$ cat src/rtl/uart_cmd_parser.sv
// uart_cmd_parser: parses byte commands from an RX FIFO into register-file
// reads and writes. Read responses go to a TX FIFO. Malformed commands and
// write data that never arrives raise an error pulse and a saturating error
// count. Commands are handled strictly one at a time.
`timescale 1ns/1ps
module uart_cmd_parser #(
   parameter int ADDR_W      = 3,
   parameter int TIMEOUT_CYC = 1000000
) (
   input  logic              i_clk,
   input  logic              i_rst_n,
   input  logic [7:0]        i_rx_data,
   input  logic              i_rx_empty,
   output logic              o_rx_rd,
   output logic [7:0]        o_tx_data,
   output logic              o_tx_wr,
   input  logic              i_tx_full,
   output logic [ADDR_W-1:0] o_rwaddr,
   output logic [7:0]        o_write_data,
   output logic              o_wr_req,
   output logic              o_rd_req,
   input  logic [7:0]        i_read_data,
   output logic              o_err,
   output logic [7:0]        o_err_cnt,
   output logic              o_busy
);

   // The timer only has to hold values up to TIMEOUT_CYC-1.
   localparam int TMR_W = (TIMEOUT_CYC > 1) ? $clog2(TIMEOUT_CYC) : 1;
   localparam logic [TMR_W-1:0] TMR_LAST = TMR_W'(TIMEOUT_CYC - 1);
   // Command bits [6:ADDR_W] are reserved and must be zero.
   localparam logic [6:0] RSV_MASK = ~7'((1 << ADDR_W) - 1);

   typedef enum logic [2:0] {
      S_IDLE,
      S_GET_DATA,
      S_WRITE,
      S_READ_REQ,
      S_READ_WAIT,
      S_SEND,
      S_ERR
   } state_e;

   state_e            state_q, state_d;
   logic [TMR_W-1:0]  timer_q, timer_d;
   logic [ADDR_W-1:0] rwaddr_q, rwaddr_d;
   logic [7:0]        write_data_q, write_data_d;
   logic [7:0]        tx_data_q, tx_data_d;
   logic [7:0]        err_cnt_q, err_cnt_d;
   logic              rx_rd;
   logic              rsv_bad;

   assign rsv_bad = |(i_rx_data[6:0] & RSV_MASK);

   // Next-state, datapath updates and the combinational RX pop strobe.
   always_comb begin
      // NOTE: every variable gets a default first so no path leaves one unassigned, which would infer a latch.
      state_d      = state_q;
      timer_d      = timer_q;
      rwaddr_d     = rwaddr_q;
      write_data_d = write_data_q;
      tx_data_d    = tx_data_q;
      err_cnt_d    = err_cnt_q;
      rx_rd        = 1'b0;

      case (state_q)
         S_IDLE: begin
            if (!i_rx_empty) begin
               rx_rd = 1'b1;
               if (rsv_bad) begin
                  state_d = S_ERR;
               end else begin
                  rwaddr_d = i_rx_data[ADDR_W-1:0];
                  if (i_rx_data[7]) begin
                     state_d = S_GET_DATA;
                     timer_d = '0;
                  end else begin
                     state_d = S_READ_REQ;
                  end
               end
            end
         end
         S_GET_DATA: begin
            if (!i_rx_empty) begin
               rx_rd        = 1'b1;
               write_data_d = i_rx_data;
               state_d      = S_WRITE;
            end else if (timer_q == TMR_LAST) begin
               // Data byte never came: drop the write without touching the register file.
               state_d = S_ERR;
            end else begin
               timer_d = timer_q + TMR_W'(1);
            end
         end
         S_WRITE:     state_d = S_IDLE;
         S_READ_REQ:  state_d = S_READ_WAIT;
         S_READ_WAIT: begin
            // Register file returns data the cycle after the read request.
            tx_data_d = i_read_data;
            state_d   = S_SEND;
         end
         S_SEND: begin
            if (!i_tx_full) begin
               state_d = S_IDLE;
            end
         end
         S_ERR: begin
            if (err_cnt_q != 8'hFF) begin
               err_cnt_d = err_cnt_q + 8'd1;
            end
            state_d = S_IDLE;
         end
         default: state_d = S_IDLE;
      endcase
   end

   // State and datapath registers; reset aborts any command in progress.
   always_ff @(posedge i_clk or negedge i_rst_n) begin
      if (!i_rst_n) begin
         state_q      <= S_IDLE;
         timer_q      <= '0;
         rwaddr_q     <= '0;
         write_data_q <= '0;
         tx_data_q    <= '0;
         err_cnt_q    <= '0;
      end else begin
         // NOTE: non-blocking assignments so every flop samples the pre-edge values of the others.
         state_q      <= state_d;
         timer_q      <= timer_d;
         rwaddr_q     <= rwaddr_d;
         write_data_q <= write_data_d;
         tx_data_q    <= tx_data_d;
         err_cnt_q    <= err_cnt_d;
      end
   end

   // Strobes are decoded from the registered state only (glitch-free toward the register file).
   assign o_wr_req     = (state_q == S_WRITE);
   assign o_rd_req     = (state_q == S_READ_REQ);
   assign o_tx_wr      = (state_q == S_SEND) && !i_tx_full;
   assign o_err        = (state_q == S_ERR);
   assign o_busy       = (state_q != S_IDLE);
   assign o_rx_rd      = rx_rd;
   assign o_rwaddr     = rwaddr_q;
   assign o_write_data = write_data_q;
   assign o_tx_data    = tx_data_q;
   assign o_err_cnt    = err_cnt_q;

endmodule
$ cat config.mk
export PLATFORM = sky130hd
export DESIGN_NAME = uart_cmd_parser
export DESIGN_NICKNAME = d
export VERILOG_FILES = /design/src/rtl/uart_cmd_parser.sv
export SDC_FILE = /design/constraint.sdc
export NUM_CORES = 1
export LEC_CHECK = 0
export BUFFER_PORTS_ARGS = -buffer_cell sky130_fd_sc_hd__buf_2
export CORE_UTILIZATION = 58
export DETAILED_ROUTE_END_ITERATION = 10
export PLACE_DENSITY = 0.95
export SLEW_MARGIN = 30
export SYNTH_ARGS = -nofsm -noshare
export SYNTH_HDL_FRONTEND = slang
export SYNTH_SLANG_ARGS = --single-unit
$ cat constraint.sdc
create_clock -name i_clk -period 3.27 [get_ports i_clk]
set_input_delay 0.327 -clock i_clk [delete_from_list [all_inputs] [get_ports i_clk]]
set_output_delay 0.327 -clock i_clk [all_outputs]
set_load 0.005 [all_outputs]
==> run_results.csv <==
group,metric,value,unit
clocking,clock_latency,310,ps
finish,drive_gt1_share,30.9,%
logic_synthesis,synth-main-ff-cell,"dfrtp_1",
finish,fin_nets,299,
run_status,status,"completed",
critical_path,worstReg2RegStart,"timer_q[12]",
global_route,grt_pass1_vias,1767,
floorplan,start_util,60.7,%
route,dr.first_iter.drc_count,212,
placed_design,dp_hpwl,3.69,mm
sta,period_needed,2580,ps
route,routed_wl,5.26,mm
clocking,cts_tree,"done",
power,clkPwrFrac,20.0,%
logic_synthesis,syn_area_per_cell,10.8,µm²
critical_path,r2r_cells,5,
floorplan,core-area,0.00400,mm²
logic_synthesis,synthesis.nets,247,
clocking,cts-root-buf,"clkbuf_8",
power,ir_drop,0.491,mV
logic_synthesis,yosysTopAreaCellShare,51.6,%
finish,antennaDiodeCount,0,
sta,fmax,388,MHz
logic_synthesis,ys_seq_area_share,51.6,%
sta,slew_viol_final,0,
clocking,cts_buffer_depth,2,
global_route,grt_overflow_total,0,
route,wire_per_inst,16.0,µm
floorplan,dieWidth,66.7,µm
sta,setup_slack,694,ps
min_path,min_path_type,"in2async",
logic_synthesis,yosysWarnings,0,
placed_design,finalWeightedCongestion,0.956,
placed_design,pre_cts_slack,700,ps
sta,tns,0,ps
critical_path,cp-start-kind,"flop",
logic_synthesis,yosysUniqueCellTypes,41,
floorplan,io_pins,53,
placed_design,place_inst,320,
floorplan,die_y,66.7,µm
sta,finalSetupViolations,0,
finish,instances_no_fill,328,
critical_path,ff2ff_setup_slack,690,ps
sta,rsz0062_at_grt,"false",
clocking,cts_hold_buf,0,
power,p_seq_share,48.0,%
critical_path,r2r_end,"state_q[2]",
flow_run,maxCapViolCount,0,
critical_path,required,3520,ps
route,drtAntennaViolNets,0,
clocking,clock-sinks,50,
logic_synthesis,postSynthCellCount,225,
clocking,cts_resized,0,
sta,max_slew_margin,55.1,%
floorplan,row_count,23,
clocking,clk_pin_slew,90,ps
critical_path,crit_fanout,23,
route,post-route-drc-count,0,
global_route,grtUsageTotal,25.1,%
route,drt_first_pass_iters,4,
logic_synthesis,yosysTopAreaCell,"dfrtp_1",
critical_path,end_kind,"flop",
sta,worst_pin_slew,664,ps
logic_synthesis,ys_ff_latch,50,
logic_synthesis,async_flop_share,100,%
placed_design,dpl_cell_area,0.00271,mm²
power,switching_share,33.4,%
clocking,post_cts_buffers,0,
logic_synthesis,netlist_area,0.00243,mm²
placed_design,io_buffers,52,
global_route,grt_max_degree,51,
sta,clock_skew,8.42,ps
clocking,h-tree-depth,2,
logic_synthesis,netlist_top_cells_area,"dfrtp_1 52%, mux2_2 9.3%, xor2_1 2.5%",
finish,synthToLayoutAreaGrowth,15.7,%
route,vias,1955,
sta,hold_viol,0,
power,power_density,689,mW/mm²
power,leakagePower,0.00130,µW
route,viasPerCell,5.96,
logic_synthesis,synth-edff-count,0,
power,p_total,1940,µW
finish,design_area,0.00281,mm²
floorplan,dieArea,0.00445,mm²
clocking,cts_buffers,5,
critical_path,crit_arrival,2820,ps
global_route,antenna_found_initial,0,
critical_path,path_class,"reg2reg",
power,combPwrFrac,32.0,%
power,internal-power,1290,µW
global_route,grt_pass1_wl,8.27,mm
power,netSwitchingPower,647,µW
sta,min_period_over_period,78.8,%
-- stage by stage --
stage	hold slack (ps)	util, %
detailed placement	384	67.7
floorplan	31.4	-
finish	8.39	70.2
CTS	37.1	70.2
global placement	470	67.7
global route	58.4	70.2
-- routing by layer --
metal  up-vias  part of all wire, %  track usage (%)
met4         0                  2.1             10.4
met1       958                   43             33.0
met5         -                    0                0
li1        925                    -                -
met3        12                  4.2             6.85
met2        60                   50             38.9
-- cell usage after synthesis, drive strengths merged (2+ instances only) --
library cell	count
nor2	16
a41oi	2
o2111ai	3
nand2	13
nor3	4
nand2b	5
and4	3
and3	3
o21ai	20
buf	5
ha	2
mux2	20
a21oi	9
xnor2	3
or3	8
a31oi	5
xor2	7
inv	3
o31ai	7
dfrtp	50
nand3	12
clkbuf	4
and2	4
nand4	3
-- power by group through the flow --
| stage | clock network (µW) | logic, µW | registers [µW] |
|---|---|---|---|
| 2_1_floorplan | 0 | 397 | 904 |
| 3_3_place_gp | 0 | 583 | 922 |
| 3_5_place_dp | 0 | 618 | 939 |
| 4_1_cts | 393 | 625 | 930 |
| 5_1_grt | 418 | 676 | 959 |
| 6_report | 387 | 619 | 929 |
-- critical path: stages (launching register included) --
cell	delay, ps
dfrtp_1	440
or4b_1	540
or4_4	560
o22ai_4	410
or2_2	380
a21boi_1	190
-- how the worst max path moves through the flow --
stage	startpoint	end	cells past startpoint
floorplan	timer_q[12]	state_q[0]	6
global placement	timer_q[12]	state_q[2]	5
detailed placement	timer_q[12]	state_q[2]	5
CTS	timer_q[12]	state_q[2]	5
global route	state_q[0]	state_q[2]	5
finish	timer_q[12]	state_q[2]	5
-- sequential cells by signal (all words and copies together) (netlist names) --
signal        count
o_rwaddr          3
timer_q          20
o_write_data      8
o_tx_data         8
o_err_cnt         8
state_q           3
-- cell usage in the layout, fill, tap and decap left out, types with 4 or more instances in the layout --
| cell | instances |
|---|---|
| o21ai_1 | 9 |
| nand3_1 | 12 |
| nor3_1 | 4 |
| buf_2 | 51 |
| and2_1 | 4 |
| dfrtp_1 | 50 |
| a31oi_1 | 5 |
| nand2b_1 | 5 |
| or3_1 | 8 |
| clkbuf_8 | 6 |
| o21ai_0 | 11 |
| a21oi_1 | 9 |
| o31ai_1 | 7 |
| nand2_1 | 13 |
| mux2_2 | 20 |
| nor2_1 | 16 |
| xor2_1 | 7 |
-- layout make-up --
type / count / area, µm²
sequential: 50 / 1250
fill: 274 / 1190
multi-input combinational: 163 / 1110
timing repair buffer: 54 / 278
clock buffer: 6 / 82.6
tap: 50 / 62.6
clock inverter: 2 / 16.3
inverter: 3 / 11.3
-- logic make-up (layout without fill, tap and decap cells) --
| kind of cell | after synthesis | after routing | synth area share [%] |
|---|---|---|---|
| AOI/OAI and AO/OA | 50 | 50 | 13.0 |
| xor gates and xnor gates | 10 | 10 | 3.61 |
| adders and majority gates | 2 | 2 | 1.03 |
| buffers and inverters | 12 | 65 | 2.84 |
| DFF | 50 | 50 | 51.6 |
| muxes | 20 | 20 | 9.28 |
| and+or+nand+nor | 81 | 81 | 18.6 |
(Power assumes the default switching activity.)
